## config.mk

```make
export PLATFORM = sky130hd
export DESIGN_NAME = calc_seq_ctrl
export DESIGN_NICKNAME = d
export VERILOG_FILES = /design/src/rtl/calc_seq_ctrl.sv
export SDC_FILE = /design/constraint.sdc
export NUM_CORES = 1
export LEC_CHECK = 0
export BUFFER_PORTS_ARGS = -buffer_cell sky130_fd_sc_hd__buf_2
export CAP_MARGIN = 20
export CORE_MARGIN = 8
export CORE_UTILIZATION = 50
export DETAILED_ROUTE_END_ITERATION = 10
export HOLD_SLACK_MARGIN = 0.12
export PLACE_DENSITY_LB_ADDON = 0.05
export SYNTH_ARGS = -nofsm -noshare
export SYNTH_HDL_FRONTEND = slang
export SYNTH_SLANG_ARGS = --single-unit
export TNS_END_PERCENT = 5
```

## constraint.sdc

```tcl
create_clock -name CLK_28 -period 3.5 [get_ports CLK_28]
set_input_delay 0.7 -clock CLK_28 [delete_from_list [all_inputs] [get_ports CLK_28]]
set_output_delay 0.7 -clock CLK_28 [all_outputs]
set_load 0.03 [all_outputs]
```

## src/rtl/calc_seq_ctrl.sv

```systemverilog
// Calculator sequencing controller: key edge detect, operand latch, ALU settle wait, result capture.
// Optional divide-by-zero bypass is enabled by defining CALC_SEQ_DIV0_EN.
module calc_seq_ctrl #(
   parameter int W       = 4,
   parameter int ALU_LAT = 1
) (
   input  logic         CLK_28,
   input  logic         RST_N,
   input  logic [3:0]   key_n,
   input  logic [W-1:0] sw_a,
   input  logic [W-1:0] sw_b,
   input  logic [W-1:0] alu_s,
   output logic [W-1:0] alu_a,
   output logic [W-1:0] alu_b,
   output logic [1:0]   alu_op,
   output logic [W-1:0] result,
   output logic         busy,
   output logic         done,
   output logic         div0,
   output logic [7:0]   op_count
);

   typedef enum logic [1:0] {
      S_IDLE    = 2'd0,
      S_WAIT    = 2'd1,
      S_CAPTURE = 2'd2
   } state_t;

   localparam logic [3:0] LAT = 4'(ALU_LAT);

   state_t     state, state_nx;
   logic [3:0] key_q;
   logic [3:0] press;
   logic [1:0] win_op;
   logic [3:0] wait_cnt;
   logic       accept;
   logic       bypass;
   logic       cap_div0;

   assign press  = key_q & ~key_n;
   assign accept = (state == S_IDLE) && (press != 4'b0000);
   assign busy   = (state == S_WAIT);

   // Lowest key index wins when several presses land in the same cycle.
   always_comb begin
      win_op = 2'd0;
      if (press[0])      win_op = 2'd0;
      else if (press[1]) win_op = 2'd1;
      else if (press[2]) win_op = 2'd2;
      else if (press[3]) win_op = 2'd3;
   end

`ifdef CALC_SEQ_DIV0_EN
   assign bypass   = accept && (win_op == 2'd3) && (sw_b == '0);
   assign cap_div0 = (alu_op == 2'd3) && (alu_b == '0);

   always_ff @(posedge CLK_28 or negedge RST_N) begin
      if (!RST_N)
         div0 <= 1'b0;
      else if (accept)
         div0 <= 1'b0;
      else if (state == S_CAPTURE && cap_div0)
         div0 <= 1'b1;
   end
`else
   assign bypass   = 1'b0;
   assign cap_div0 = 1'b0;
   assign div0     = 1'b0;
`endif

   always_ff @(posedge CLK_28 or negedge RST_N) begin
      if (!RST_N) state <= S_IDLE;
      else        state <= state_nx;
   end

   always_comb begin
      // NOTE: default first so every path assigns state_nx and no latch is inferred.
      state_nx = state;
      case (state)
         S_IDLE:    if (accept) state_nx = bypass ? S_CAPTURE : S_WAIT;
         S_WAIT:    if (wait_cnt == 4'd1) state_nx = S_CAPTURE;
         S_CAPTURE: state_nx = S_IDLE;
         default:   state_nx = S_IDLE;
      endcase
   end

   always_ff @(posedge CLK_28 or negedge RST_N) begin
      if (!RST_N) begin
         // NOTE: key_q resets to 0 so a key held through reset cannot fire until released.
         key_q    <= 4'b0000;
         alu_a    <= '0;
         alu_b    <= '0;
         alu_op   <= 2'd0;
         result   <= '0;
         done     <= 1'b0;
         op_count <= 8'd0;
         wait_cnt <= 4'd0;
      end else begin
         key_q <= key_n;
         done  <= 1'b0;
         if (accept) begin
            alu_a    <= sw_a;
            alu_b    <= sw_b;
            alu_op   <= win_op;
            wait_cnt <= LAT;
         end else if (state == S_WAIT) begin
            wait_cnt <= wait_cnt - 4'd1;
         end
         if (state == S_CAPTURE) begin
            result   <= cap_div0 ? '1 : alu_s;
            done     <= 1'b1;
            op_count <= op_count + 8'd1;
         end
      end
   end

endmodule

```

==> results of run 1 <==
cells in the final DEF (no fill, tap or decap):
cell type and instances:
nor3b_1 1, nand3_1 4, o21a_1 1, buf_2 41
a21oi_1 2, and3_1 2, clkbuf_8 1, nand2b_1 2
conb_1 1, or4_1 1, xor2_1 2, and2_1 2
xnor2_1 6, mux2_2 10, and4_1 1, inv_1 4
nand2_1 5, ha_1 3, o21ai_1 2, o21ai_0 3
o41ai_4 1, mux2_4 3, nor2_1 3, clkbuf_1 1
dfrtp_1 33, clkbuf_4 5, o31ai_1 1, nor2b_1 5
registers in the layout, indices dropped and copies added, names as in the netlist:
| name | cells |
|---|---|
| alu_b | 4 |
| result | 4 |
| wait_cnt | 4 |
| alu_a | 4 |
| key_q | 4 |
| op_count | 8 |
| done | 1 |
| state | 2 |
| alu_op | 2 |
layout make-up:
type / instances / area, um2 / share of cell area, %
clock buffer: 7 / 55.1 / 3.38
tap: 31 / 38.8 / 2.38
inverter: 4 / 15.0 / 0.922
sequential: 33 / 826 / 50.7
timing repair buffer: 41 / 205 / 12.6
multi-input combinational: 61 / 489 / 30.0
through the flow:
step | std cells | power, W | cell area [um2] | hold WS (ps)
finish | 177 | 0.00154 | 1630 | 415
global route | 177 | 0.00165 | 1630 | 469
CTS | 177 | 0.00156 | 1630 | 434
detailed placement | 170 | 0.00135 | 1570 | 462
global placement | 170 | 0.00133 | 1570 | 456
floorplan | 101 | 0.00116 | 1350 | 404
power by group through the flow:
stage | sequential, W | clock (W) | combinational [W]
after floorplan | 0.000830 | 0 | 0.000327
final | 0.000616 | 0.000208 | 0.000712
after CTS | 0.000617 | 0.000219 | 0.000727
after global placement | 0.000617 | 0 | 0.000713
after detailed placement | 0.000624 | 0 | 0.000725
after global routing | 0.000640 | 0.000232 | 0.000780
worst min-delay path by stage:
stage | start | end | cells after the start
5_1_grt | RST_N | op_count[3] | 1
3_3_place_gp | op_count[7] | op_count[7] | 1
3_5_place_dp | op_count[7] | op_count[7] | 1
6_report | RST_N | key_q[1] | 1
4_1_cts | RST_N | alu_b[0] | 1
2_1_floorplan | RST_N | alu_a[0] | 0
cell usage after synthesis, drive strengths merged (2+ instances only):
library cell | count | area, um2
a21oi | 2 | 10.0
and2 | 2 | 12.5
and3 | 2 | 12.5
buf | 3 | 23.8
dfrtp | 33 | 826
ha | 3 | 37.5
inv | 4 | 15.0
mux2 | 13 | 158
nand2 | 5 | 18.8
nand2b | 2 | 12.5
nand3 | 4 | 20.0
nor2 | 3 | 11.3
nor2b | 5 | 31.3
o21ai | 5 | 25.0
xnor2 | 6 | 52.6
xor2 | 2 | 17.5
critical path: cells and delay by family, from the launching register on:
kind	cells	cell delay (ps)
buffers and inverters	2	340
DFF	1	390
and+or+nand+nor	1	220
cells by family after synthesis:
| kind of cell | share of synthesized area, % |
|---|---|
| flip-flops | 61.0 |
| buffers and inverters | 2.86 |
| multiplexers | 11.6 |
| AO/OA/AOI/OAI | 5.73 |
| other | 0.277 |
| AND/OR/NAND/NOR | 10.5 |
| adder cells (fa/ha/maj) | 2.77 |
| XOR/XNOR | 5.18 |
routing by layer:
layer,up-vias,wire length (um)
met5,-,0
li1,430,-
met4,0,62
met3,8,259
met1,420,1120
met2,38,1010
==> results_dict.tcl, run 1 <==
set metrics [dict create \
    outcome "finished clean" \
    r2r.worst_path.cells 3 \
    netlist-cell-type-count 27 \
    regToRegStartpoint "key_q[3]" \
    cts.htree.levels 2 \
    cts.sinks 33 \
    gp_routability_congestion 0.764 \
    initial_core_utilization_pct 50.8 \
    final_nets 167 \
    finish.utilization_pct 61.2 \
    number_of_nets_with_antenna_violations_after_detailed_routing 0 \
    ios 43 \
    power_density_mw_per_mm2 943 \
    clockBufferDepth 2 \
    netlist_area_mm2 0.00135 \
    finalSetupViolations 0 \
    post-route-min-period_ps 1970 \
    worst_pin_slew_ps 947 \
    worst_slack_ps 1530 \
    netSwitchingPower_w 0.000644 \
    post_cts.repair.setup_buffers 0 \
    crit_slowest_cell "dfrtp_1" \
    via_count_of_the_first_global_routing_pass 952 \
    edff_count_synth 0 \
    clk_pin_slew_worst_paths_ps 90 \
    post_drt_via_cell_ratio 5.06 \
    clk_skew_ps 5.09 \
    wl_per_cell_um 13.9 \
    grt_overflow_total 0 \
    internal_power_of_the_cells_w 0.000893 \
    synth_seq_area_share_pct 61.0 \
    tritoncts "done" \
    core_area_mm2 0.00266 \
    cp_slowest_stage_delay_ps 390 \
    postSynthAreaPerCell_um2 13.4 \
    maxSlewViolCount 0 \
    placement_rows 19 \
    die_area_mm2 0.00463 \
    ys_async_sr_fraction_pct 100 \
    die_height_um 68.0 \
    cts.repair.resized 0 \
    final_layout_size_suffix_gt1_share_pct 41.8 \
    drt_first_iter_violations 31 \
    synth_top_flop_cell "dfrtp_1" \
    worst_hold_path_type "in2async" \
    firstDrtPassIters 4 \
    critical_path.startpoint "state[1]" \
    grt_use_met2_pct 17.9 \
    detail_route.drc_violations 0 \
    p_sw_share_pct 41.9 \
    postCtsHoldBufs 0 \
    finalCritPeriodShare_pct 56.3 \
    share_clk_of_total_power_pct 13.6 \
    fp.dieW_um 68.0 \
    ys_ff_latch 33 \
    grt_pass1_wl_um 4150 \
    synth_cells 101 \
    cp_max_fo 6 \
    globalRoute.busiestLayer "met2" \
    max-cap-violations 0 \
    timing.critical_path.to_type "output port" \
    antenna_violations_before_repair 0 \
    power.leakage_nw 0.823 \
    timing.critical_path.cells "nand2b_1 > inv_1 > buf_2" \
    timing.critical_path.from_type "register" \
    gr_util_met3_pct 5.07 \
    fillCellCount 248 \
    worstPathArrival_ps 1270 \
    final-hold-violation-count 0 \
    cp_data_required_time_ps 2800 \
    synthToLayoutAreaGrowth_pct 20.3 \
    timing.setup.tns_ps 0 \
    wl_um 2450 \
    max_slew_margin_pct 36.6 \
    cts_root_buffer "clkbuf_4" \
    timing.reg2reg.setup_slack_ps 1540 \
    worstSkewPairLatency_ps 320 \
    worst_ir_drop_vdd_mv 0.620 \
    maxClockFrequency_ghz 0.508 \
    post-place-ws_ps 1190 \
    yosys_warnings 0 \
    power.combinational.fraction_pct 46.3 \
    worst_reg2reg_endpoint "alu_a[2]" \
    synth_fp_nets 122 \
    cts_buffers 5 \
    gr-usage-all-layers_pct 12.0 \
    seq_power_share_pct 40.1 \
    antenna_cells_inserted 0 \
    timing_worst_setup_path_type "reg2out" \
    place.detailed.hpwl_um 1830 \
    critPathCapture "busy" \
    grt_max_degree 34 \
    setup_repair_after_global_routing_missed_its_margin "false" \
    grt.met1_usage_pct 14.2 \
    dr_total_vias 896 \
    portBuffers 41 \
]
No activity file was read; power rests on OpenSTA's default activity.
==> inputs of run 2 (changes only) <==
Settings changed: CORE_UTILIZATION 50 to 44.
Clock period 3.5 ns to 1.8 ns, I/O delays scaled along.
==> results_dict.tcl, run 2 (synthesis gave the netlist of run 1 again) <==
set metrics [dict create \
    outcome "finished clean" \
    post-route-min-period_ps 1630 \
    portBuffers 41 \
    finish.utilization_pct 56.4 \
    setup_repair_after_global_routing_missed_its_margin "false" \
    maxClockFrequency_ghz 0.614 \
    final_layout_size_suffix_gt1_share_pct 43.7 \
    worstPathBufferInverterCount 2 \
    final-hold-violation-count 0 \
    dr_total_vias 910 \
    placedCellCount 175 \
    gp_routability_congestion 0.724 \
    wl_um 2450 \
    wl_per_cell_um 13.3 \
    antenna_violations_before_repair 0 \
    die_height_um 71.5 \
    core_area_mm2 0.00298 \
    registers.top_by_ff_count "op_count" \
    grt_overflow_total 0 \
    timing.critical_path.cells "nand2b_1 > inv_1 > buf_2" \
    fillCellCount 286 \
    post_cts.repair.setup_buffers 0 \
    worst_hold_path_type "in2reg" \
    cts_root_buffer "clkbuf_4" \
    worst_ir_drop_vdd_mv 0.902 \
    die_area_mm2 0.00511 \
    fp.dieW_um 71.5 \
    power.leakage_nw 0.852 \
    finalSetupViolations 0 \
    placement.cell_area_mm2 0.00160 \
    worstPathArrival_ps 1270 \
    gr-usage-all-layers_pct 11.0 \
    max-cap-violations 0 \
    via_count_of_the_first_global_routing_pass 979 \
    worstSkewPairLatency_ps 330 \
    worst_pin_slew_ps 719 \
    number_of_nets_with_antenna_violations_after_detailed_routing 0 \
    cp_data_required_time_ps 1440 \
    post_drt_via_cell_ratio 4.95 \
    grt_pass1_wl_um 4440 \
    drt_first_iter_violations 48 \
    timing.critical_path.to_type "output port" \
    grt_max_degree 34 \
    antenna_cells_inserted 0 \
    firstDrtPassIters 2 \
    cp_max_fo 6 \
    timing_worst_setup_path_type "reg2out" \
    crit_slowest_cell "dfrtp_1" \
    cts.sinks 33 \
    cts_buffers 5 \
    design_power_total_w 0.00308 \
    largest_register_ff_count 8 \
    placement_rows 20 \
    ios 43 \
    maxSlewViolCount 0 \
    clk_pin_slew_worst_paths_ps 100 \
    detail_route.drc_violations 0 \
    top_routing_layer_in_use "met4" \
    final_cell_mix "buf_2 (41), dfrtp_1 (33), mux2_2 (10)" \
    met3_wirelength_from_detailed_routing_um 180 \
    place.detailed.hpwl_um 1880 \
    initial_core_utilization_pct 45.5 \
    timing.setup.tns_ps 0 \
    post-route-cell-area_mm2 0.00168 \
    crit_family "flip-flops" \
    max_slew_margin_pct 52.1 \
    finalCritPeriodShare_pct 90.5 \
    final_cells 184 \
    m1WireLength_um 1190 \
    clockBufferDepth 2 \
    clk_skew_ps 9.20 \
    synthToLayoutAreaGrowth_pct 24.0 \
    power_density_mw_per_mm2 1830 \
    tritoncts "done" \
    final_nets 171 \
    detailroute.wirelength.met2_um 1030 \
    worst_hold_startpoint "key_n[0]" \
    cts.htree.levels 2 \
    critical_path.startpoint "state[1]" \
    timing.critical_path.from_type "register" \
    layout_commonest_cell "buf_2" \
    cp_slowest_stage_delay_ps 390 \
    regToRegStartpoint "key_q[3]" \
]
## run 2: cell count changes in the layout (fill, tap and decap cells not counted)
cell | before | now
clkbuf_1 | 1 | 0
clkinv_2 | 0 | 1
dlygate4sd3_1 | 0 | 1
clkbuf_8 | 1 | 2
buf_4 | 0 | 3
## run 2: final timing paths
kind,endpoint,slack (ps),depth (start not counted)
setup / recovery,busy,170,3
hold / removal,key_q[0],150,1
setup reg to reg,alu_b[2],220,4
hold reg to reg,op_count[7],470,1
max in group asynchronous,state[1],720,2
min in group asynchronous,alu_op[1],610,2
## run 2: metal layers
| metal | vias to the layer above | track usage [%] |
|---|---|---|
| li1 | 437 | - |
| met1 | 428 | 13.2 |
| met2 | 37 | 15.9 |
| met3 | 8 | 4.60 |
| met4 | 0 | 6.80 |
| met5 | - | 0 |
## run 2: power by group
part | leakage [nW] | switching, W | internal, W | total, W
Sequential | 0.405 | 0.000171 | 0.00102 | 0.00119
Combinational | 0.405 | 0.000858 | 0.000564 | 0.00142
Clock | 0.0413 | 0.000234 | 0.000226 | 0.000460
Total | 0.852 | 0.00126 | 0.00181 | 0.00308
## run 2: metrics by stage
stage,setup slack (ps),hold WS [ps]
floorplan,199,64.4
global placement,242,451
detailed placement,224,460
CTS,133,126
global route,58.6,122
finish,171,146
## run 2: cell type report
type / count / area [um2] / share of cell area (%)
Clock buffer: 7 / 65.1 / 3.87
Timing Repair Buffer: 45 / 238 / 14.2
Clock inverter: 1 / 5.00 / 0.298
Multi-Input combinational cell: 61 / 489 / 29.1
Inverter: 4 / 15.0 / 0.894
Tap cell: 33 / 41.3 / 2.46
Sequential cell: 33 / 826 / 49.2
## run 2: worst register-to-register path, cell delays in order (launching register included)
cell,delay (ps)
dfrtp_1,380
nor2b_1,170
o41ai_4,370
buf_4,220
mux2_2,330
## run 2: timing repair
item | CTS | global route
endpoints found under the hold margin | 33 | 0
gates resized for setup | 0 | 0
hold buffers | 1 | 0
==> inputs of run 3 (changes only) <==
Settings changed: CAP_MARGIN 20 to 5, CORE_UTILIZATION 44 to 47, CTS_BUF_LIST set to sky130_fd_sc_hd__clkbuf_4, SETUP_SLACK_MARGIN set to 0.4.
==> results_dict.tcl, run 3 (synthesis gave the netlist of run 1 again) <==
set metrics [dict create \
    fp.dieW_um 69.7 \
    via_count_of_the_first_global_routing_pass 979 \
    placement_rows 19 \
    timing.reg2reg.setup_slack_ps 290 \
    crit_slowest_cell "dfrtp_1" \
    ios 43 \
    clk_skew_ps 5.34 \
    dr_total_vias 890 \
    timing.critical_path.from_type "register" \
    worstSkewPairLatency_ps 320 \
    detail_route.drc_violations 0 \
    finish.utilization_pct 61.3 \
    registers.top_by_ff_count "op_count" \
    synthToLayoutAreaGrowth_pct 25.0 \
    post_drt_via_cell_ratio 4.89 \
    worst_pin_slew_ps 704 \
    worst_hold_path_type "in2reg" \
    die_height_um 69.7 \
    timing.setup.tns_ps 0 \
    post-route-min-period_ps 1510 \
    worst_ir_drop_vdd_mv 1.43 \
    finalCritPeriodShare_pct 84.2 \
    max-cap-violations 0 \
    tritoncts "done" \
    power.combinational.fraction_pct 48.8 \
    initial_core_utilization_pct 49.1 \
    placement.cell_area_mm2 0.00160 \
    place.detailed.hpwl_um 1780 \
    cp_max_fo 13 \
    internal_power_of_the_cells_w 0.00179 \
    share_clk_of_total_power_pct 12.2 \
    power.leakage_nw 0.858 \
    p_sw_share_pct 41.5 \
    wl_um 2420 \
    final_layout_size_suffix_gt1_share_pct 45.7 \
    clk_pin_slew_worst_paths_ps 90 \
    gr-usage-all-layers_pct 10.9 \
    layout_commonest_cell "buf_2" \
    timing.critical_path.cells "nor2b_4 > o41ai_4 > buf_6 > mux2_2" \
    maxClockFrequency_ghz 0.660 \
    timing.critical_path.to_type "register" \
    grt_overflow_total 0 \
    cts.htree.levels 2 \
    netSwitchingPower_w 0.00127 \
    seq_power_share_pct 38.9 \
    gp_routability_congestion 0.739 \
    antenna_cells_inserted 0 \
    setup_repair_after_global_routing_missed_its_margin "true" \
    grt_max_degree 34 \
    final_cell_mix "buf_2 (40), dfrtp_1 (33), mux2_2 (10)" \
    cp_data_required_time_ps 2010 \
    number_of_nets_with_antenna_violations_after_detailed_routing 0 \
    power_density_mw_per_mm2 1810 \
    core_area_mm2 0.00276 \
    largest_register_ff_count 8 \
    maxSlewViolCount 0 \
    final_nets 172 \
    max_slew_margin_pct 53.1 \
    grt_pass1_wl_um 4250 \
    cts.sinks 33 \
    cp_slowest_stage_delay_ps 370 \
    outcome "finished clean" \
    post-route-cell-area_mm2 0.00169 \
    die_area_mm2 0.00485 \
    finalSetupViolations 0 \
    antenna_violations_before_repair 0 \
    drt_first_iter_violations 33 \
    timing_worst_setup_path_type "reg2reg" \
    cts_root_buffer "clkbuf_4" \
    placedCellCount 172 \
    firstDrtPassIters 4 \
    final-hold-violation-count 0 \
    fillCellCount 227 \
    portBuffers 41 \
    final_cells 182 \
    crit_family "flip-flops" \
    cts_buffers 5 \
    worstPathArrival_ps 1720 \
    clockBufferDepth 2 \
    wl_per_cell_um 13.3 \
    worstPathBufferInverterCount 1 \
]
## run 3: per-layer routing
metal / vias to the layer above / part of all wire, % / track usage (%)
met1: 410 / 47 / 11.9
met2: 40 / 42 / 16.5
li1: 438 / - / -
met3: 2 / 9.8 / 7.30
met5: - / 0 / 0
met4: 0 / 0.54 / 4.02
## run 3: power groups by stage
stage          combinational (W)  sequential [W]  clock [W]
2_1_floorplan           0.000638         0.00161          0
4_1_cts                  0.00151         0.00120   0.000398
3_3_place_gp             0.00142         0.00120          0
5_1_grt                  0.00163         0.00123   0.000432
3_5_place_dp             0.00144         0.00120          0
6_report                 0.00150         0.00119   0.000375
## run 3: final timing paths
| check | end | cells past startpoint | start |
|---|---|---|---|
| max | alu_b[2] | 4 | key_q[0] |
| min | key_q[3] | 1 | key_n[3] |
| max reg2reg | alu_b[2] | 4 | key_q[0] |
| min reg2reg | op_count[7] | 1 | op_count[7] |
| max in group asynchronous | op_count[4] | 2 | RST_N |
| min in group asynchronous | alu_op[0] | 2 | RST_N |
## run 3: layout make-up
type / instances / area [um2] / area share (%)
Sequential cell: 33 / 826 / 48.8
Clock inverter: 1 / 3.75 / 0.222
Tap cell: 31 / 38.8 / 2.29
Timing Repair Buffer: 46 / 251 / 14.9
Clock buffer: 6 / 45.0 / 2.66
Multi-Input combinational cell: 61 / 512 / 30.3
Inverter: 4 / 15.0 / 0.888
## run 3: stage by stage
step	power [W]	setup WS [ps]	hold slack, ps
finish	0.00306	285	157
global route	0.00329	214	130
CTS	0.00311	269	141
detailed placement	0.00264	194	452
global placement	0.00262	225	448
floorplan	0.00225	233	64.4
## run 3: timing repair
action                                  in CTS  in global routing
hold buffers                                 1                  0
pin swaps                                    0                  0
endpoints found under the setup margin       9                 12
gates resized for setup                      5                  0
setup buffers                                2                  0
hold endpoints to repair                    33                  0
